<file path="src/rtl/dual_port_ram_param_if.sv">
// dual_port_ram_param_if: write/read/control bundle for the parametrised dual-port RAM
interface dual_port_ram_param_if #(
    parameter int DATA_W = 16,
    parameter int ADDR_W = 3
);
    logic              clr;
    logic              busy;
    logic              we;
    logic [ADDR_W-1:0] addr_w;
    logic [DATA_W-1:0] data_w;
    logic              re;
    logic [ADDR_W-1:0] addr_r;
    logic [DATA_W-1:0] data_r;
    logic              rvalid;
    logic              wr_drop;
    modport master (
        output clr, we, addr_w, data_w, re, addr_r,
        input  busy, data_r, rvalid, wr_drop
    );
    modport slave (
        input  clr, we, addr_w, data_w, re, addr_r,
        output busy, data_r, rvalid, wr_drop
    );
endinterface

</file>
<file path="src/rtl/dual_port_ram_param.sv">
// dual_port_ram_param: single-clock simple dual-port RAM with init sequencer and optional output register
module dual_port_ram_param #(
    parameter int              DATA_W   = 16,
    parameter int              ADDR_W   = 3,
    parameter int              RDW_MODE = 0,
    parameter int              OUT_REG  = 0,
    parameter logic [DATA_W-1:0] INIT_VAL = '0
) (
    input logic                  clk,
    input logic                  rst_n,
    dual_port_ram_param_if.slave bus
);
    localparam int DEPTH = 2 ** ADDR_W;
    typedef enum logic {INIT, READY} state_t;
    state_t            state, state_nxt;
    logic [ADDR_W-1:0] cnt, cnt_nxt;
    logic              busy, wr_acc, rd_acc, p_valid, src_v, rvalid, wr_drop;
    logic [DATA_W-1:0] mem [DEPTH];
    logic [DATA_W-1:0] rd, p_data, src_d, data_r;
    always_ff @(posedge clk or negedge rst_n) begin
        if (!rst_n) begin
            state <= INIT;
            cnt   <= '0;
        end else begin
            state <= state_nxt;
            cnt   <= cnt_nxt;
        end
    end
    always_comb begin
        busy      = state == INIT;
        wr_acc    = !busy && bus.we && !bus.clr;
        rd_acc    = !busy && bus.re;
        state_nxt = busy ? (&cnt ? READY : INIT) : (bus.clr ? INIT : READY);
        cnt_nxt   = busy ? cnt + ADDR_W'(1) : '0;
        rd        = (RDW_MODE != 0 && wr_acc && bus.addr_w == bus.addr_r) ? bus.data_w : mem[bus.addr_r];
        src_v     = OUT_REG != 0 ? p_valid : rd_acc;
        src_d     = OUT_REG != 0 ? p_data : rd;
    end
    // sequencer owns the array while busy; user writes only land in READY
    always_ff @(posedge clk) begin
        if (busy)
            mem[cnt] <= INIT_VAL;
        else if (wr_acc)
            mem[bus.addr_w] <= bus.data_w;
    end
    always_ff @(posedge clk or negedge rst_n) begin
        if (!rst_n) begin
            p_valid <= 1'b0;
            p_data  <= '0;
            rvalid  <= 1'b0;
            data_r  <= '0;
            wr_drop <= 1'b0;
        end else begin
            p_valid <= rd_acc;
            if (rd_acc)
                p_data <= rd;
            rvalid <= src_v;
            if (src_v)
                data_r <= src_d;
            wr_drop <= bus.we && !wr_acc;
        end
    end
    assign bus.busy    = busy;
    assign bus.data_r  = data_r;
    assign bus.rvalid  = rvalid;
    assign bus.wr_drop = wr_drop;
endmodule

</file>
<file path="src/flat_wrapper.sv">
// flat-port wrapper written by rule: the top's interface ports become plain ports
module dual_port_ram_param_flat 
#(
    parameter int              DATA_W   = 16,
    parameter int              ADDR_W   = 3,
    parameter int              RDW_MODE = 0,
    parameter int              OUT_REG  = 0,
    parameter logic [DATA_W-1:0] INIT_VAL = '0
)
  (clk, rst_n, bus_clr, bus_we, bus_addr_w, bus_data_w, bus_re, bus_addr_r, bus_busy, bus_data_r, bus_rvalid, bus_wr_drop);
  dual_port_ram_param_if #(.DATA_W(DATA_W), .ADDR_W(ADDR_W)) bus_i ();
  input logic clk;
  input logic rst_n;
  input wire logic [$bits(bus_i.clr)-1:0] bus_clr;
  input wire logic [$bits(bus_i.we)-1:0] bus_we;
  input wire logic [$bits(bus_i.addr_w)-1:0] bus_addr_w;
  input wire logic [$bits(bus_i.data_w)-1:0] bus_data_w;
  input wire logic [$bits(bus_i.re)-1:0] bus_re;
  input wire logic [$bits(bus_i.addr_r)-1:0] bus_addr_r;
  output wire logic [$bits(bus_i.busy)-1:0] bus_busy;
  output wire logic [$bits(bus_i.data_r)-1:0] bus_data_r;
  output wire logic [$bits(bus_i.rvalid)-1:0] bus_rvalid;
  output wire logic [$bits(bus_i.wr_drop)-1:0] bus_wr_drop;
  assign bus_i.clr = bus_clr;
  assign bus_i.we = bus_we;
  assign bus_i.addr_w = bus_addr_w;
  assign bus_i.data_w = bus_data_w;
  assign bus_i.re = bus_re;
  assign bus_i.addr_r = bus_addr_r;
  assign bus_busy = bus_i.busy;
  assign bus_data_r = bus_i.data_r;
  assign bus_rvalid = bus_i.rvalid;
  assign bus_wr_drop = bus_i.wr_drop;
  dual_port_ram_param #(.DATA_W(DATA_W), .ADDR_W(ADDR_W), .RDW_MODE(RDW_MODE), .OUT_REG(OUT_REG), .INIT_VAL(INIT_VAL)) u_core (.clk(clk), .rst_n(rst_n), .bus(bus_i));
endmodule
</file>
<file path="config.mk">
export PLATFORM = sky130hd
export DESIGN_NAME = dual_port_ram_param_flat
export DESIGN_NICKNAME = d
export VERILOG_FILES = /design/src/rtl/dual_port_ram_param_if.sv /design/src/rtl/dual_port_ram_param.sv /design/src/flat_wrapper.sv
export SDC_FILE = /design/constraint.sdc
export NUM_CORES = 1
export LEC_CHECK = 0
export ABC_AREA = 1
export CAP_MARGIN = 10
export CELL_PAD_IN_SITES_DETAIL_PLACEMENT = 0
export CELL_PAD_IN_SITES_GLOBAL_PLACEMENT = 1
export CORE_MARGIN = 2
export CORE_UTILIZATION = 45
export CTS_BUF_LIST = sky130_fd_sc_hd__clkbuf_4
export DETAILED_ROUTE_END_ITERATION = 6
export GPL_ROUTABILITY_DRIVEN = 1
export GPL_TIMING_DRIVEN = 0
export PLACE_DENSITY = 0.76
export SETUP_SLACK_MARGIN = 0.5
export SYNTH_ARGS = -nofsm -noshare
export SYNTH_HDL_FRONTEND = slang
export SYNTH_SLANG_ARGS = --single-unit
</file>
<file path="constraint.sdc">
create_clock -name clk -period 2.5 [get_ports clk]
set_clock_uncertainty 0.2 [all_clocks]
set_input_delay 0.5 -clock clk [delete_from_list [all_inputs] [get_ports clk]]
set_output_delay 0.5 -clock clk [all_outputs]
set_load 0.005 [all_outputs]
</file>
==> results by group <==
Critical path
  • Critical Path Max Stage Delay: 520 ps
  • Buffers and inverters on the worst path: 3
  • Crit-path leading delay family: buffers and inverters
  • Worst Setup SP: bus_we
  • CP arrival: 2010 ps
  • FF-to-FF End: u_core.mem[0][11]$_DFFE_PP_
  • Required time of the critical path: between 2000 and 3000 ps
  • Crit path kind: in2reg
  • Worst R2R Start: u_core.state$_DFF_PN0_
  • Flop2flop setup slack: about 580 ps
  • Critical Path Fanout Max: 16
  • R2R cell count: 7
  • Crit path launch type: input port
  • Crit-path slowest cell: clkdlybuf4s50_1
  • Critical Path Sink Type: register
  • CP Cell Sequence: clkdlybuf4s50_1, nand3_4, buf_6, nand2_4, o211ai_2, nor2_4, buf_12

Yosys
  • Ranking of synthesized cells by area: edfxtp_1, nand2_1, dfrtp_1
  • Syn Inst Count: 638
  • Post-synth top area cell: edfxtp_1
  • Synth Register Bits: 150
  • Largest family of logic cells by synthesized area: simple AND/OR/NAND/NOR gates
  • Syn avg cell area: 10.15 µm²
  • Synth Area in Compound Gates: less than 1%
  • Cell Area, Synth: around 0.0065 mm²
  • Simple-Gate Fraction of Synth Area: between 20% and 30%
  • Register area share after synthesis: 67.85%
  • Post-Syn Nets: 667
  • Mux cell area share after synthesis: 0%
  • Syn. warnings: 0
  • Synth Area in Adders: 0.3864%
  • Netlist cell types: 20
  • Xor-xnor portion of the synthesized cell area: 0%
  • Post-synth top area share: 59.35%

Pwr
  • Psw: about 2500 µW
  • Combinational share of power: 30.1%
  • Total power divided by cell area: a little over 1000 mW/mm²
  • Net Sw Frac: between 30% and 40%
  • Reg power frac: 46.9%
  • Leakage: 0.003581 µW
  • Final Power: 8097 µW
  • Peak supply drop: around 0.38 mV
  • Pint: 5547 µW
  • Clk pwr share: 23.0%

Clocking
  • CTS sink cnt: 150
  • Worst skew pair latency: 540 ps
  • Clock Path Buffers: 2
  • CTS clk-pin slew, worst paths: approximately 130 ps
  • # H-tree levels: 4
  • CTS tree: done
  • Root buffer cell: clkbuf_4
  • CTS Buf Count: 17

Placement
  • Port Buffer Count: 43
  • RD Place Congestion: 0.8299
  • Post-DP HPWL: approximately 10000 µm
  • DP Area: 0.007167 mm²

Floorplan
  • Boundary Pins: 46
  • Core area: 0.01399 mm²
  • Die Y: approximately 120 µm
  • Starting Density: 46.30%
  • Num rows: 43
  • Die Width: ~120 µm
  • Total die area: 0.01537 mm²

Layout
  • Storage element area: 0.004394 mm²
  • Area grow syn2layout: 21.43%
  • # fillers: 1215
  • Area of the multi-input gates: 0.001510 mm²
  • Layout net count: 754
  • Layout cells sized above 1: 13.96%
  • Post-route cell area: 0.007864 mm²

Timing
  • Tcrit/Tclk final: 78.18%
  • Final hold vios: 0
  • Setup tns final: 0 ps
  • Number of setup violations in the final report: 0
  • Fin crit period: between 1500 and 2000 ps
  • Worst-Margin Slew: approximately 740 ps
  • Max_slew headroom: 50.98%
  • Hold_ws: a little over 100 ps
  • Max-slew violations: 0
  • RSZ-0062 raised after global routing: yes
  • FMAX: 511.6 MHz

Run status
  • Status: finished, final reports clean

Run
  • Max cap viols: 0

GRT
  • Vias in the first global route: about 4400
  • Largest net degree at the start of global routing: 23
  • Congestion Overflow GR: 0
  • Global routing usage on met3: 5.449%
  • First-pass GRT wire length: 24770 µm
  • GR Util met1: 30.80%
  • GR peak layer: met2
  • Antenna violations before repair: 1
  • Routing usage on met2: 38.05%
  • Total GRT Usage: 23.54%

Detailed routing
  • Via density: 5.090
  • DR iter-0 viols: roughly 570
  • Drt drc: 0
  • Drt pass-1 iters: 5
  • Aggregate routed wire length: 17010 µm
  • DR vias: 4678
  • Routed wire per std cell: 18.50 µm
  • Antenna viol nets, final: 0

Worst hold path
  • Worst hold path class: in2async
==> flip-flops by register name, indices dropped and copies added, names as in the netlist <==
signal	count
u_core.state	1
u_core.bus.data_r	16
u_core.cnt	3
u_core.mem	128
u_core.bus.rvalid	1
u_core.bus.wr_drop	1
==> Yosys cell counts <==
library cell / instances
nand2_1: 200
nand3_4: 1
inv_2: 3
inv_1: 122
o21ai_1: 2
nor2_1: 27
o21ai_0: 1
buf_6: 2
nand3_1: 96
nand2_2: 2
o211ai_2: 1
buf_4: 8
o21ai_2: 1
edfxtp_1: 128
buf_1: 2
ha_1: 2
buf_2: 16
dfrtp_1: 22
nand2_4: 1
a21boi_0: 1
==> layout by cell type, fill, tap and decap left out, types with 3 or more instances in the layout <==
cell	n
nand2_1	200
edfxtp_1	128
inv_1	122
nand3_1	96
clkdlybuf4s50_1	24
buf_4	23
dfrtp_1	22
clkbuf_4	18
buf_2	17
nor2_1	16
dlygate4sd2_1	13
nor2_4	8
buf_12	8
bufinv_16	6
clkdlybuf4s15_1	5
clkinvlp_4	4
nor2_2	3
inv_2	3
==> how the worst max path moves through the flow <==
stage / cells after the start / slack (ps) / end
5_1_grt: 3 / 450 / bus_busy
3_5_place_dp: 6 / -720 / u_core.mem[6][11]$_DFFE_PP_
2_1_floorplan: 6 / 400 / u_core.mem[6][0]$_DFFE_PP_
3_3_place_gp: 6 / -700 / u_core.mem[7][11]$_DFFE_PP_
6_report: 7 / 550 / u_core.mem[0][11]$_DFFE_PP_
4_1_cts: 3 / 500 / bus_busy
==> power groups by stage <==
stage,Sequential [µW],Clock (µW),Combinational (µW)
2_1_floorplan,3850,0,1120
3_3_place_gp,3870,0,1940
3_5_place_dp,3890,0,1990
4_1_cts,3790,1880,2380
5_1_grt,3870,1980,2660
6_report,3800,1860,2440
==> final cells by class <==
class,count,area share [%]
diodes,1,0.03182
plain buffers,28,2.180
clock buffers,18,1.718
clock inverters,14,2.944
inverters,125,5.967
multi-input cells,335,19.20
flip-flops and latches,150,55.88
well taps,180,2.864
repair buffers,68,9.212
==> repair_timing <==
action                     CTS  global route
hold buffers                 0             0
setup endpoints to repair  155            35
buffers inserted            20             3
resized for setup           30             8
pin swaps                    8             0
==> routing by layer <==
| metal | wire length [µm] | up-vias |
|---|---|---|
| met1 | 7030 | 2235 |
| met3 | 1425 | 36 |
| met4 | 371 | 0 |
| met5 | 0 | - |
| met2 | 8179 | 214 |
| li1 | - | 2193 |
==> kinds of logic (layout without fill, tap and decap cells) <==
| logic type | count (synthesis) | in the layout |
|---|---|---|
| other | 0 | 1 |
| flip-flops | 150 | 150 |
| AO/OA/AOI/OAI | 6 | 6 |
| AND/OR/NAND/NOR | 327 | 327 |
| buffers and inverters | 153 | 253 |
| adder cells (fa/ha/maj) | 2 | 2 |
==> through the flow <==
stage | setup slack [ps] | util (%) | cells
final | 545.4 | 56.22 | 919
after floorplan | 404.5 | - | 638
after global routing | 445.1 | 56.22 | 919
after detailed placement | -720.0 | 51.23 | 862
after global placement | -696.9 | 51.13 | 861
after CTS | 500.6 | 55.74 | 914
No activity file was read; power rests on OpenSTA's default activity.
